### src/rtl/out_buff_pkg.sv
//------------------------------------------------------------------------------
// out_buff_pkg
//   Constants and types shared by the SFU datapath buffers.
//
//   SFU_IN_LANES   : lanes in a full SFU word (input buffer side / out_buff output)
//   SFU_CORE_LANES : lanes handled by the compute array per beat
//   BEATS          : beats needed to cover one full word
//   BEAT_CNT_W     : width of a beat counter over BEATS
//   lane_t         : one lane word
//
//   Revision: 1.0 - initial release
//------------------------------------------------------------------------------
`default_nettype none

package out_buff_pkg;

  localparam int DATA_W         = 32;
  localparam int SFU_IN_LANES   = 32;
  localparam int SFU_CORE_LANES = 8;
  localparam int BEATS          = SFU_IN_LANES / SFU_CORE_LANES;
  localparam int BEAT_CNT_W     = $clog2(BEATS);

  typedef logic [DATA_W-1:0] lane_t;

endpackage : out_buff_pkg

`default_nettype wire

### src/rtl/out_buff.sv
//------------------------------------------------------------------------------
// out_buff
//   Result-side reassembly buffer at the SFU datapath output. Collects four
//   consecutive accepted 8-lane beats and presents them as one 32-lane word
//   with a one-cycle valid pulse. The output bank is separate from the
//   staging registers, so the presented word stays stable while the next
//   group accumulates.
//
//   Ports
//     clk                          : clock, all state on rising edge
//     rstn                         : asynchronous active-low reset
//     enable                       : block enable; low freezes counter/staging
//     in_data_0 .. in_data_7       : input beat lanes
//     in_data_valid                : input beat qualifier
//     out_data_0 .. out_data_31    : assembled output lanes
//     out_data_valid               : one-cycle pulse per assembled word
//
//   Revision: 1.0 - initial release
//------------------------------------------------------------------------------
`default_nettype none

module out_buff #(
  parameter int DATA_W    = out_buff_pkg::DATA_W,
  // Lane counts must match the flat port list below.
  parameter int IN_LANES  = out_buff_pkg::SFU_CORE_LANES,
  parameter int OUT_LANES = out_buff_pkg::SFU_IN_LANES
) (
  input  logic              clk,
  input  logic              rstn,
  input  logic              enable,
  input  logic [DATA_W-1:0] in_data_0,
  input  logic [DATA_W-1:0] in_data_1,
  input  logic [DATA_W-1:0] in_data_2,
  input  logic [DATA_W-1:0] in_data_3,
  input  logic [DATA_W-1:0] in_data_4,
  input  logic [DATA_W-1:0] in_data_5,
  input  logic [DATA_W-1:0] in_data_6,
  input  logic [DATA_W-1:0] in_data_7,
  input  logic              in_data_valid,
  output logic [DATA_W-1:0] out_data_0,
  output logic [DATA_W-1:0] out_data_1,
  output logic [DATA_W-1:0] out_data_2,
  output logic [DATA_W-1:0] out_data_3,
  output logic [DATA_W-1:0] out_data_4,
  output logic [DATA_W-1:0] out_data_5,
  output logic [DATA_W-1:0] out_data_6,
  output logic [DATA_W-1:0] out_data_7,
  output logic [DATA_W-1:0] out_data_8,
  output logic [DATA_W-1:0] out_data_9,
  output logic [DATA_W-1:0] out_data_10,
  output logic [DATA_W-1:0] out_data_11,
  output logic [DATA_W-1:0] out_data_12,
  output logic [DATA_W-1:0] out_data_13,
  output logic [DATA_W-1:0] out_data_14,
  output logic [DATA_W-1:0] out_data_15,
  output logic [DATA_W-1:0] out_data_16,
  output logic [DATA_W-1:0] out_data_17,
  output logic [DATA_W-1:0] out_data_18,
  output logic [DATA_W-1:0] out_data_19,
  output logic [DATA_W-1:0] out_data_20,
  output logic [DATA_W-1:0] out_data_21,
  output logic [DATA_W-1:0] out_data_22,
  output logic [DATA_W-1:0] out_data_23,
  output logic [DATA_W-1:0] out_data_24,
  output logic [DATA_W-1:0] out_data_25,
  output logic [DATA_W-1:0] out_data_26,
  output logic [DATA_W-1:0] out_data_27,
  output logic [DATA_W-1:0] out_data_28,
  output logic [DATA_W-1:0] out_data_29,
  output logic [DATA_W-1:0] out_data_30,
  output logic [DATA_W-1:0] out_data_31,
  output logic              out_data_valid
);

  import out_buff_pkg::*;

  localparam int BEATS   = OUT_LANES / IN_LANES;
  localparam int CNT_W   = $clog2(BEATS);
  // Only the first BEATS-1 beats are staged; the last beat goes straight
  // to the output bank on the completing edge.
  localparam int STAGE_N = (BEATS - 1) * IN_LANES;
  localparam logic [CNT_W-1:0] LAST_BEAT = CNT_W'(BEATS - 1);

  logic [DATA_W-1:0] in_lanes [IN_LANES];
  logic [DATA_W-1:0] stage    [STAGE_N];
  logic [DATA_W-1:0] out_word [OUT_LANES];
  logic [CNT_W-1:0]  beat_cnt;
  logic              accept;
  logic              last_beat;

  assign in_lanes[0] = in_data_0;
  assign in_lanes[1] = in_data_1;
  assign in_lanes[2] = in_data_2;
  assign in_lanes[3] = in_data_3;
  assign in_lanes[4] = in_data_4;
  assign in_lanes[5] = in_data_5;
  assign in_lanes[6] = in_data_6;
  assign in_lanes[7] = in_data_7;

  assign accept    = enable & in_data_valid;
  assign last_beat = (beat_cnt == LAST_BEAT);

  // Beat counter: advances only on accepted beats and wraps after the last.
  always_ff @(posedge clk or negedge rstn) begin
    if (!rstn) begin
      beat_cnt <= '0;
    end else if (accept) begin
      beat_cnt <= last_beat ? '0 : beat_cnt + 1'b1;
    end
  end

  // Staging: beat b lands in lanes b*IN_LANES .. b*IN_LANES+IN_LANES-1.
  // Constant indices per beat keep the write decode static.
  always_ff @(posedge clk or negedge rstn) begin
    if (!rstn) begin
      for (int i = 0; i < STAGE_N; i++) begin
        stage[i] <= '0;
      end
    end else if (accept) begin
      for (int b = 0; b < BEATS - 1; b++) begin
        if (beat_cnt == CNT_W'(b)) begin
          for (int k = 0; k < IN_LANES; k++) begin
            stage[b*IN_LANES + k] <= in_lanes[k];
          end
        end
      end
    end
  end

  // Output bank: loaded only on group completion, otherwise holds forever.
  // The valid pulse is recomputed every edge, so it never lasts more than
  // one cycle even when enable drops right after completion.
  always_ff @(posedge clk or negedge rstn) begin
    if (!rstn) begin
      for (int i = 0; i < OUT_LANES; i++) begin
        out_word[i] <= '0;
      end
      out_data_valid <= 1'b0;
    end else begin
      out_data_valid <= accept & last_beat;
      if (accept && last_beat) begin
        for (int i = 0; i < STAGE_N; i++) begin
          out_word[i] <= stage[i];
        end
        for (int k = 0; k < IN_LANES; k++) begin
          out_word[STAGE_N + k] <= in_lanes[k];
        end
      end
    end
  end

  assign out_data_0  = out_word[0];
  assign out_data_1  = out_word[1];
  assign out_data_2  = out_word[2];
  assign out_data_3  = out_word[3];
  assign out_data_4  = out_word[4];
  assign out_data_5  = out_word[5];
  assign out_data_6  = out_word[6];
  assign out_data_7  = out_word[7];
  assign out_data_8  = out_word[8];
  assign out_data_9  = out_word[9];
  assign out_data_10 = out_word[10];
  assign out_data_11 = out_word[11];
  assign out_data_12 = out_word[12];
  assign out_data_13 = out_word[13];
  assign out_data_14 = out_word[14];
  assign out_data_15 = out_word[15];
  assign out_data_16 = out_word[16];
  assign out_data_17 = out_word[17];
  assign out_data_18 = out_word[18];
  assign out_data_19 = out_word[19];
  assign out_data_20 = out_word[20];
  assign out_data_21 = out_word[21];
  assign out_data_22 = out_word[22];
  assign out_data_23 = out_word[23];
  assign out_data_24 = out_word[24];
  assign out_data_25 = out_word[25];
  assign out_data_26 = out_word[26];
  assign out_data_27 = out_word[27];
  assign out_data_28 = out_word[28];
  assign out_data_29 = out_word[29];
  assign out_data_30 = out_word[30];
  assign out_data_31 = out_word[31];

endmodule : out_buff

`default_nettype wire
### config.mk
export PLATFORM = sky130hd
export DESIGN_NAME = out_buff
export DESIGN_NICKNAME = d
export VERILOG_FILES = /design/src/rtl/out_buff_pkg.sv /design/src/rtl/out_buff.sv
export SDC_FILE = /design/constraint.sdc
export NUM_CORES = 2
export LEC_CHECK = 0
export CORE_AREA = 10 10 497 499
export CTS_CLUSTER_SIZE = 40
export DETAILED_ROUTE_END_ITERATION = 16
export DIE_AREA = 0 0 507 509
export PLACE_DENSITY = 0.5
export SYNTH_ARGS = -nofsm -noshare
export SYNTH_HDL_FRONTEND = slang
export SYNTH_SLANG_ARGS = --single-unit
### constraint.sdc
create_clock -name clk -period 5.2 [get_ports clk]
set_input_delay 1.04 -clock clk [delete_from_list [all_inputs] [get_ports clk]]
set_output_delay 1.04 -clock clk [all_outputs]
set_load 0.05 [all_outputs]
==> results.md <==
- Grt met2 use: 0.270
- Critical path class: register to output pin
- Critical path depth: 1
- Port-buffer cells: 1,284
- Worst Reg2Reg Path Length in Cells: 4
- Nets: between 5,000 and 6,000
- Buffers & Inverters on Critical Path: 1
- Finished Layout Cells: 8,530
- Residual DRC count: 0
- Sequential share of the synthesized area: 0.678
- Worst path arrival time: 2.24 ns
- Power per cell area: approximately 800 nW/um^2
- Combinational share of power: 0.464
- Post-CTS resize count: 0
- Clk slew on worst S/H paths: 0.06 ns
- Initial Util: 0.279
- 1st-pass router iterations: 4
- Vias in the first global route: 41,000
- Synth Warn #: 0
- Core area: 237,000 sq um
- Final setup vio count: 0
- Leakage power: 38.9 nW
- Worst path max stage delay: ~0.9 ns
- Unrepaired setup endpoints after global routing: no
- Outcome: completed
- Die area: 258,000 sq um
- Die width: 507 um
- Antenna-violating nets left: 0
- Setup ws final: 1.92 ns
- Initial antenna violation count: 24
- Final hold violations: 0
- Relative slew slack: 0.325
- CTS Hold Buffers Added: 0
- Syn Inst Count: 3,799
- Fin crit share: 0.630
- Fill cells: 22,500
- Pint: 41.5 mW
- DRT iter0 DRCs: 1,801
- Critical Path Start Type: register
- Share of layout cells above drive strength 1: 0.412
- Final TNS setup: 0 ns
- Max reg flops: 768
- Final WL: roughly 220 mm
- Total net switching power: 30.2 mW
- CP Capture Type: output pin
- Final core utilization: 0.380
- Distinct cell type count after synthesis: 13
- Pre-CTS setup slack: 1.42 ns
- First-pass GRT wire length: 314 mm
- Maximum clock frequency: about 310 MHz
- CTS sink count: roughly 1,800
- Critical-path cell list: clkdlybuf4s50_1
- Die H: slightly above 500 um
- Flop pwr share: 0.341
- Postcts setup bufs: 0
- Largest net degree at the start of global routing: 155
- Most Used Layer, Global Route: met2
- Most frequent cells in the layout: dfrtp_1 (1,795), mux2_2 (1,794), clkdlybuf4s50_1 (1,283)
- CTS max path bufs: 3
- Syn Area/Cell: 17.4 sq um
- Most flops, register: stage
- Ports: between 1,000 and 1,500
- GR Util met3: 0.0723
- Max-cap violation count: 0
- Clk root buf: clkbuf_16
- Worst-skew pair later-pin latency: 0.82 ns
- Clock power frac: 0.195
- Post-route minimum period: around 3.3 ns
- Switch share: 0.421
- Placed insts: 8,161
- Maximum VDD drop: 0.460 mV
- Synth Cell Area: 66,200 sq um
- Dpl hpwl: 161 mm
- Hold Crit Class: input port to asynchronous set/reset pin
- Hold_ws: 0.160 ns
- Actual slew at the worst max-slew pin: 1.01 ns
- Kind of cell adding the most delay to the critical path: buffers and inverters
- Slew Limit Fails: 0
- Worst path required time: 4.16 ns
- Slowest-stage cell, CP: clkdlybuf4s50_1
- Total Routing Usage GR: 0.165
- Cts bufs inserted: 198
- Vias: about 38,000
- Synthesized Nets: between 4,000 and 5,000
- H-tree levels: 4
- Commonest non-fill, non-tap cell in the layout: dfrtp_1
- DR vias/cell: 4.43
- RePlAce Congestion: 0.803
- Critical-path maximum fanout: 2
- Yosys reg bits: 1,795
- Total congestion overflow: 0
- CTS tree: done
- Clock Skews: around 0.042 ns
- Grt met1 use: 0.199
- Rows: 179
- Routed length per instance: 25.7 um
- Layout area overhead: 35.9%
through the flow:
step	power [mW]	cell area [sq um]
final	71.7	90000
after global routing	75.1	90000
after CTS	72.8	90000
after detailed placement	58.4	83500
after global placement	57.9	83500
after floorplan	45.0	66200
path summary, 6_finish.rpt:
check	from	slack, ns	endpoint
setup / recovery	out_data_31[24]	1.92	out_data_31[24]
max in group asynchronous	rstn	3.56	out_data_7[6]
hold reg to reg	stage[634]	0.47	out_data_4[26]
min in group clk	stage[634]	0.47	out_data_4[26]
hold / removal	rstn	0.16	out_data_15[22]
setup reg to reg	beat_cnt[0]	2.66	out_data_18[16]
kinds of logic (layout without fill, tap and decap cells):
group | after synthesis | in the layout | share of synthesized area
simple gates | 6 | 6 | 0.000491
buf+inv | 200 | 1755 | 0.0155
other cells | 0 | 9 | 0
fa+ha+maj | 4 | 4 | 0.000756
flops | 1795 | 1795 | 0.678
mux | 1794 | 1794 | 0.305
cells in the mapped netlist:
cell type	n	area [sq um]
dfrtp_1	1795	44900
mux2_2	1794	20200
buf_2	176	881
buf_4	12	90.1
clkbuf_1	8	30.0
ha_1	4	50.1
nand3_1	3	15.0
inv_1	2	7.51
buf_6	1	11.3
clkinv_1	1	3.75
nand2_1	1	3.75
nand3_2	1	10.0
nor2_1	1	3.75
cell type report:
class / instances / area (sq um) / area share
Inverter: 3 / 11.3 / 0.000125
Tap cell: 3167 / 3960 / 0.0440
Sequential cell: 1795 / 44900 / 0.499
Multi-Input combinational cell: 1804 / 20300 / 0.226
Timing Repair Buffer: 1392 / 14200 / 0.158
Antenna cell: 9 / 22.5 / 0.000250
Clock inverter: 50 / 572 / 0.00635
Clock buffer: 310 / 5950 / 0.0661
power by group through the flow:
| stage | sequential (mW) | clock [mW] | combinational, mW |
|---|---|---|---|
| after CTS | 24.5 | 14.5 | 33.8 |
| after global placement | 24.3 | 0 | 33.6 |
| after global routing | 25.3 | 15.1 | 34.7 |
| after detailed placement | 24.7 | 0 | 33.7 |
| after floorplan | 37.3 | 0 | 7.64 |
| final | 24.4 | 14.0 | 33.3 |
routing by layer:
| metal | vias up | share of wire |
|---|---|---|
| met5 | - | 0.00013 |
| li1 | 16300 | - |
| met3 | 274 | 0.096 |
| met1 | 20100 | 0.41 |
| met4 | 4 | 0.025 |
| met2 | 1132 | 0.47 |
Power figures use the tool's default switching activity.
